`config.mk`:
```
export PLATFORM = sky130hd
export DESIGN_NAME = singleport_ram_arbiter
export DESIGN_NICKNAME = d
export VERILOG_FILES = /design/src/rtl/singleport_ram_arbiter.sv
export SDC_FILE = /design/constraint.sdc
export NUM_CORES = 1
export LEC_CHECK = 0
export BUFFER_PORTS_ARGS = -buffer_cell sky130_fd_sc_hd__buf_2
export CAP_MARGIN = 20
export CORE_AREA = 4 4 305 307
export CTS_CLUSTER_DIAMETER = 50
export DETAILED_ROUTE_END_ITERATION = 10
export DIE_AREA = 0 0 309 311
export HOLD_SLACK_MARGIN = 0.06
export SETUP_SLACK_MARGIN = 0.5
export SYNTH_ARGS = -nofsm -noshare
export SYNTH_HDL_FRONTEND = slang
export SYNTH_SLANG_ARGS = --single-unit
```
`constraint.sdc`:
```
create_clock -name clk -period 3.4 [get_ports clk]
set_input_delay 0.68 -clock clk [delete_from_list [all_inputs] [get_ports clk]]
set_output_delay 0.68 -clock clk [all_outputs]
set_load 0.01 [all_outputs]
```
`src/rtl/singleport_ram_arbiter.sv`:
```
// Two-requester round-robin arbiter and command sequencer
// for a single-port synchronous RAM with tagged read return.
module singleport_ram_arbiter #(
  parameter int DATA_WIDTH = 128,
  parameter int ADDR_WIDTH = 3
) (
  input  logic                  clk,
  input  logic                  rst_n,
  input  logic                  req0,
  input  logic                  req1,
  input  logic                  we0,
  input  logic                  we1,
  input  logic [ADDR_WIDTH-1:0] addr0,
  input  logic [ADDR_WIDTH-1:0] addr1,
  input  logic [DATA_WIDTH-1:0] wdata0,
  input  logic [DATA_WIDTH-1:0] wdata1,
  output logic                  gnt0,
  output logic                  gnt1,
  output logic                  rvalid0,
  output logic                  rvalid1,
  output logic [DATA_WIDTH-1:0] rdata0,
  output logic [DATA_WIDTH-1:0] rdata1,
  output logic                  ram_wr_en,
  output logic [ADDR_WIDTH-1:0] ram_addr,
  output logic [DATA_WIDTH-1:0] ram_data_in,
  input  logic [DATA_WIDTH-1:0] ram_data_out
);

  logic                  last_q;
  logic                  last_d;
  logic                  wr_en_q;
  logic                  wr_en_d;
  logic [ADDR_WIDTH-1:0] addr_q;
  logic [ADDR_WIDTH-1:0] addr_d;
  logic [DATA_WIDTH-1:0] data_q;
  logic [DATA_WIDTH-1:0] data_d;
  logic                  rd_v_q;
  logic                  rd_v_d;
  logic                  rd_own_q;
  logic                  rd_own_d;
  logic                  rvalid0_q;
  logic                  rvalid0_d;
  logic                  rvalid1_q;
  logic                  rvalid1_d;
  logic                  accept;
  logic                  sel_we;

  // Grant: lone requester wins; on contention the one not served last wins
  always_comb begin
    gnt0   = rst_n & req0 & (~req1 | last_q);
    gnt1   = rst_n & req1 & (~req0 | ~last_q);
    accept = gnt0 | gnt1;
    sel_we = gnt1 ? we1 : we0;
  end

  // Next state: capture accepted command, shift the read tag pipeline
  always_comb begin
    last_d    = last_q;
    wr_en_d   = 1'b0;
    addr_d    = addr_q;
    data_d    = data_q;
    rd_v_d    = 1'b0;
    rd_own_d  = rd_own_q;
    rvalid0_d = rd_v_q & ~rd_own_q;
    rvalid1_d = rd_v_q & rd_own_q;
    if (accept) begin
      last_d   = gnt1;
      wr_en_d  = sel_we;
      addr_d   = gnt1 ? addr1 : addr0;
      data_d   = gnt1 ? wdata1 : wdata0;
      rd_v_d   = ~sel_we;
      rd_own_d = gnt1;
    end
  end

  // State registers; reset drops any queued write and in-flight read
  always_ff @(posedge clk or negedge rst_n) begin
    if (!rst_n) begin
      last_q    <= 1'b1;
      wr_en_q   <= 1'b0;
      addr_q    <= '0;
      data_q    <= '0;
      rd_v_q    <= 1'b0;
      rd_own_q  <= 1'b0;
      rvalid0_q <= 1'b0;
      rvalid1_q <= 1'b0;
    end else begin
      last_q    <= last_d;
      wr_en_q   <= wr_en_d;
      addr_q    <= addr_d;
      data_q    <= data_d;
      rd_v_q    <= rd_v_d;
      rd_own_q  <= rd_own_d;
      rvalid0_q <= rvalid0_d;
      rvalid1_q <= rvalid1_d;
    end
  end

  assign ram_wr_en   = wr_en_q;
  assign ram_addr    = addr_q;
  assign ram_data_in = data_q;
  assign rvalid0     = rvalid0_q;
  assign rvalid1     = rvalid1_q;
  assign rdata0      = ram_data_out;
  assign rdata1      = ram_data_out;

endmodule

```
==> impl_results.md <==
- Status: complete, no violations
- Setup_tns: 0 ns
- Max_cap viols: 0
- Die extent in y: 311 microns
- Measured slew at the worst slew-check pin: 0.8187 ns
- Tmin final: 2.601 ns
- Area leader, netlist: dfrtp_1
- Pleak: 4.261 nW
- Synth unique cells: 23
- Highest Clock Rate: 0.3845 GHz
- Resize count post-CTS: 0
- Clock Latency Late Sink: 0.47 ns
- Clock-pin slew on the worst setup and hold paths: 0.06 ns
- Fraction of layout instances using a drive strength above 1: 40.69%
- Mapped cell area: 8554 sq um
- Vias in the first global route: 7451
- Final Hold Slack: 0.2291 ns
- Largest net degree at the start of global routing: 99
- Avg Cell Area, Syn: 8.362 sq um
- Met3 Use GR: 4.628%
- Yosys top cell area share: 39.78%
- WP data required: 2.72 ns
- Slew HR: 45.22%
- Core area: 90010 sq um
- Period utilization: 76.50%
- Avg WL per Cell: 18.13 microns
- Worst-case clock skew: 0.01503 ns
- Hold Crit Class: in -> async
- I/O pin count: 788
- Arr. time, crit path: 1.92 ns
- GP Congestion: 0.7852
- Yosys reg bits: 137
- Via density: 3.406
- Clock Tree Buf Depth: 2
- PD cells: 493.2 nW/um^2
- Port Buf Inserts: 403
- GR Util All Layers: 8.227%
- Top cells by area, synth: dfrtp_1, buf_4, a31oi_1
- Number of CTS-inserted buffers: 17
- Clock Sinks: 137
- Drt first pass iters: 8
- Drt first-iter violations: 990
- Final Setup Violations: 0
- Final #Nets: 1521
- Crit path launch type: flop
- Seq/Total Area, Yosys: 40.09%
- Postcts setup bufs: 0
- GR peak layer: met2
- Final ANT Viol Nets: 0
- Initial antenna violation count: 2
- Synthesis-to-layout area growth: 22.99%
- Total grt overflow: 0
- Final WL: 41.98 mm
- Synth Instances: 1023
- Fin. Hold Viols: 0
- Critical path class: reg -> out
- Met1 usage: 9.206%
- Clock root cell: clkbuf_16
- Die width: 309 microns
- Slew Viols, Final: 0
- Met2 usage: 11.72%
- CP Max Fanout: 5
- Syn_nets: 1419
- Design Power: 5.189 mW
- Maximum VDD drop: 0.3706 mV
- Crit. End Element: primary output
- Via count: 7888
- First-pass GRT wire length: 56.52 mm
- Ys Warns: 0
- CTS tree: yes
- Die footprint: 96100 sq um
- Starting Density: 9.504%
- Hpwl dp: 33.30 mm
- Htree depth: 4
- RSZ-0062 raised after global routing: false
- Finished Core Util: 11.69%
- DRC: 0
- Rows: 110
sequential cells by signal, indices dropped and copies added (netlist names):
name         cells
ram_wr_en        1
ram_addr         3
rd_own_q         1
rd_v_q           1
ram_data_in    128
last_q           1
rvalid1          1
rvalid0          1
synthesized netlist by cell type:
cell	instances
a21oi_1	1
o22ai_1	1
buf_6	10
nand3_1	132
clkbuf_1	22
and3_1	1
o21ai_0	91
buf_1	3
nand2_1	3
dfrtp_1	136
a31oi_1	131
a21boi_0	1
o21ai_1	42
nor2_1	132
nand2_2	1
inv_1	2
buf_2	43
clkbuf_2	4
buf_4	261
o21a_1	1
dfstp_2	1
and2_1	3
nor2b_1	1
cells in the final DEF (no fill, tap or decap):
cell / Yosys / final
nor2_1: 132 / 132
nand2_1: 3 / 2
inv_8: 0 / 3
and2_1: 3 / 1
o21a_4: 0 / 1
nor2b_1: 1 / 1
dfstp_2: 1 / 1
and3_1: 1 / 1
and2_4: 0 / 2
buf_2: 43 / 402
a21boi_0: 1 / 1
buf_6: 10 / 1
bufinv_16: 0 / 1
buf_4: 261 / 15
dfrtp_1: 136 / 136
a21oi_1: 1 / 1
o21ai_0: 91 / 91
o22ai_1: 1 / 1
clkinvlp_4: 0 / 4
dlygate4sd3_1: 0 / 1
diode_2: 0 / 2
clkbuf_16: 0 / 17
inv_6: 0 / 7
nand3_1: 132 / 132
buf_12: 0 / 7
o21ai_1: 42 / 42
a31oi_1: 131 / 131
nand2_4: 0 / 2
inv_1: 2 / 2
metal layers:
layer	part of all wire (%)	vias up
li1	-	3497
met4	5.4	0
met5	0	-
met3	14	130
met1	38	3684
met2	42	577
area by class of cell:
type / count / area [sq um]
Fill cell: 10450 / 79490
Sequential cell: 137 / 3430
Multi-Input combinational cell: 541 / 2741
Timing Repair Buffer: 426 / 2286
Tap cell: 1176 / 1471
Clock buffer: 17 / 425.4
Clock inverter: 15 / 155.1
Inverter: 2 / 7.507
Antenna cell: 2 / 5.005
stage by stage:
stage          worst slack [ns]  std cells  instance area, sq um
2_1_floorplan             1.439       1023                  8554
3_3_place_gp             0.7541       2281                  9926
3_5_place_dp             0.7736       2281                  9926
4_1_cts                  0.6921       2314                 10520
5_1_grt                  0.6801       2315                 10520
6_report                 0.7992       2316                 10520
power breakdown:
group          switching [mW]  leakage (nW)  total, mW  internal (mW)
Sequential              0.136          1.54       1.99           1.86
Clock                   0.897         0.274       1.93           1.04
Combinational           0.782          2.45       1.26          0.479
kinds of logic (layout without fill, tap and decap cells):
family / after synthesis / after routing / share of synthesized area [%]
flip-flops: 137 / 137 / 40.09
AND/OR/NAND/NOR: 273 / 273 / 14.09
other: 0 / 2 / 0
buffers and inverters: 345 / 460 / 28.16
AO/OA/AOI/OAI: 268 / 268 / 17.67
what timing repair did:
| action | in CTS | in global routing |
|---|---|---|
| setup endpoints to repair | 0 | 0 |
| hold buffers | 1 | 0 |
| hold endpoints to repair | 10 | 0 |
final timing paths:
kind,depth (start not counted),from,slack (ns),endpoint
hold reg to reg,1,rd_own_q,0.45,rvalid0
setup / recovery,3,last_q,0.80,gnt1
min in group clk,1,rd_own_q,0.45,rvalid0
max in group asynchronous,3,rst_n,1.89,ram_data_in[101]
setup reg to reg,5,last_q,1.40,rd_v_q
hold / removal,1,rst_n,0.23,last_q
critical path, stage by stage, from the launching register on:
cell     delay, ns
dfstp_2       0.40
and2_4        0.18
nor2_1        0.62
buf_2         0.26
No activity file was read; power rests on OpenSTA's default activity.
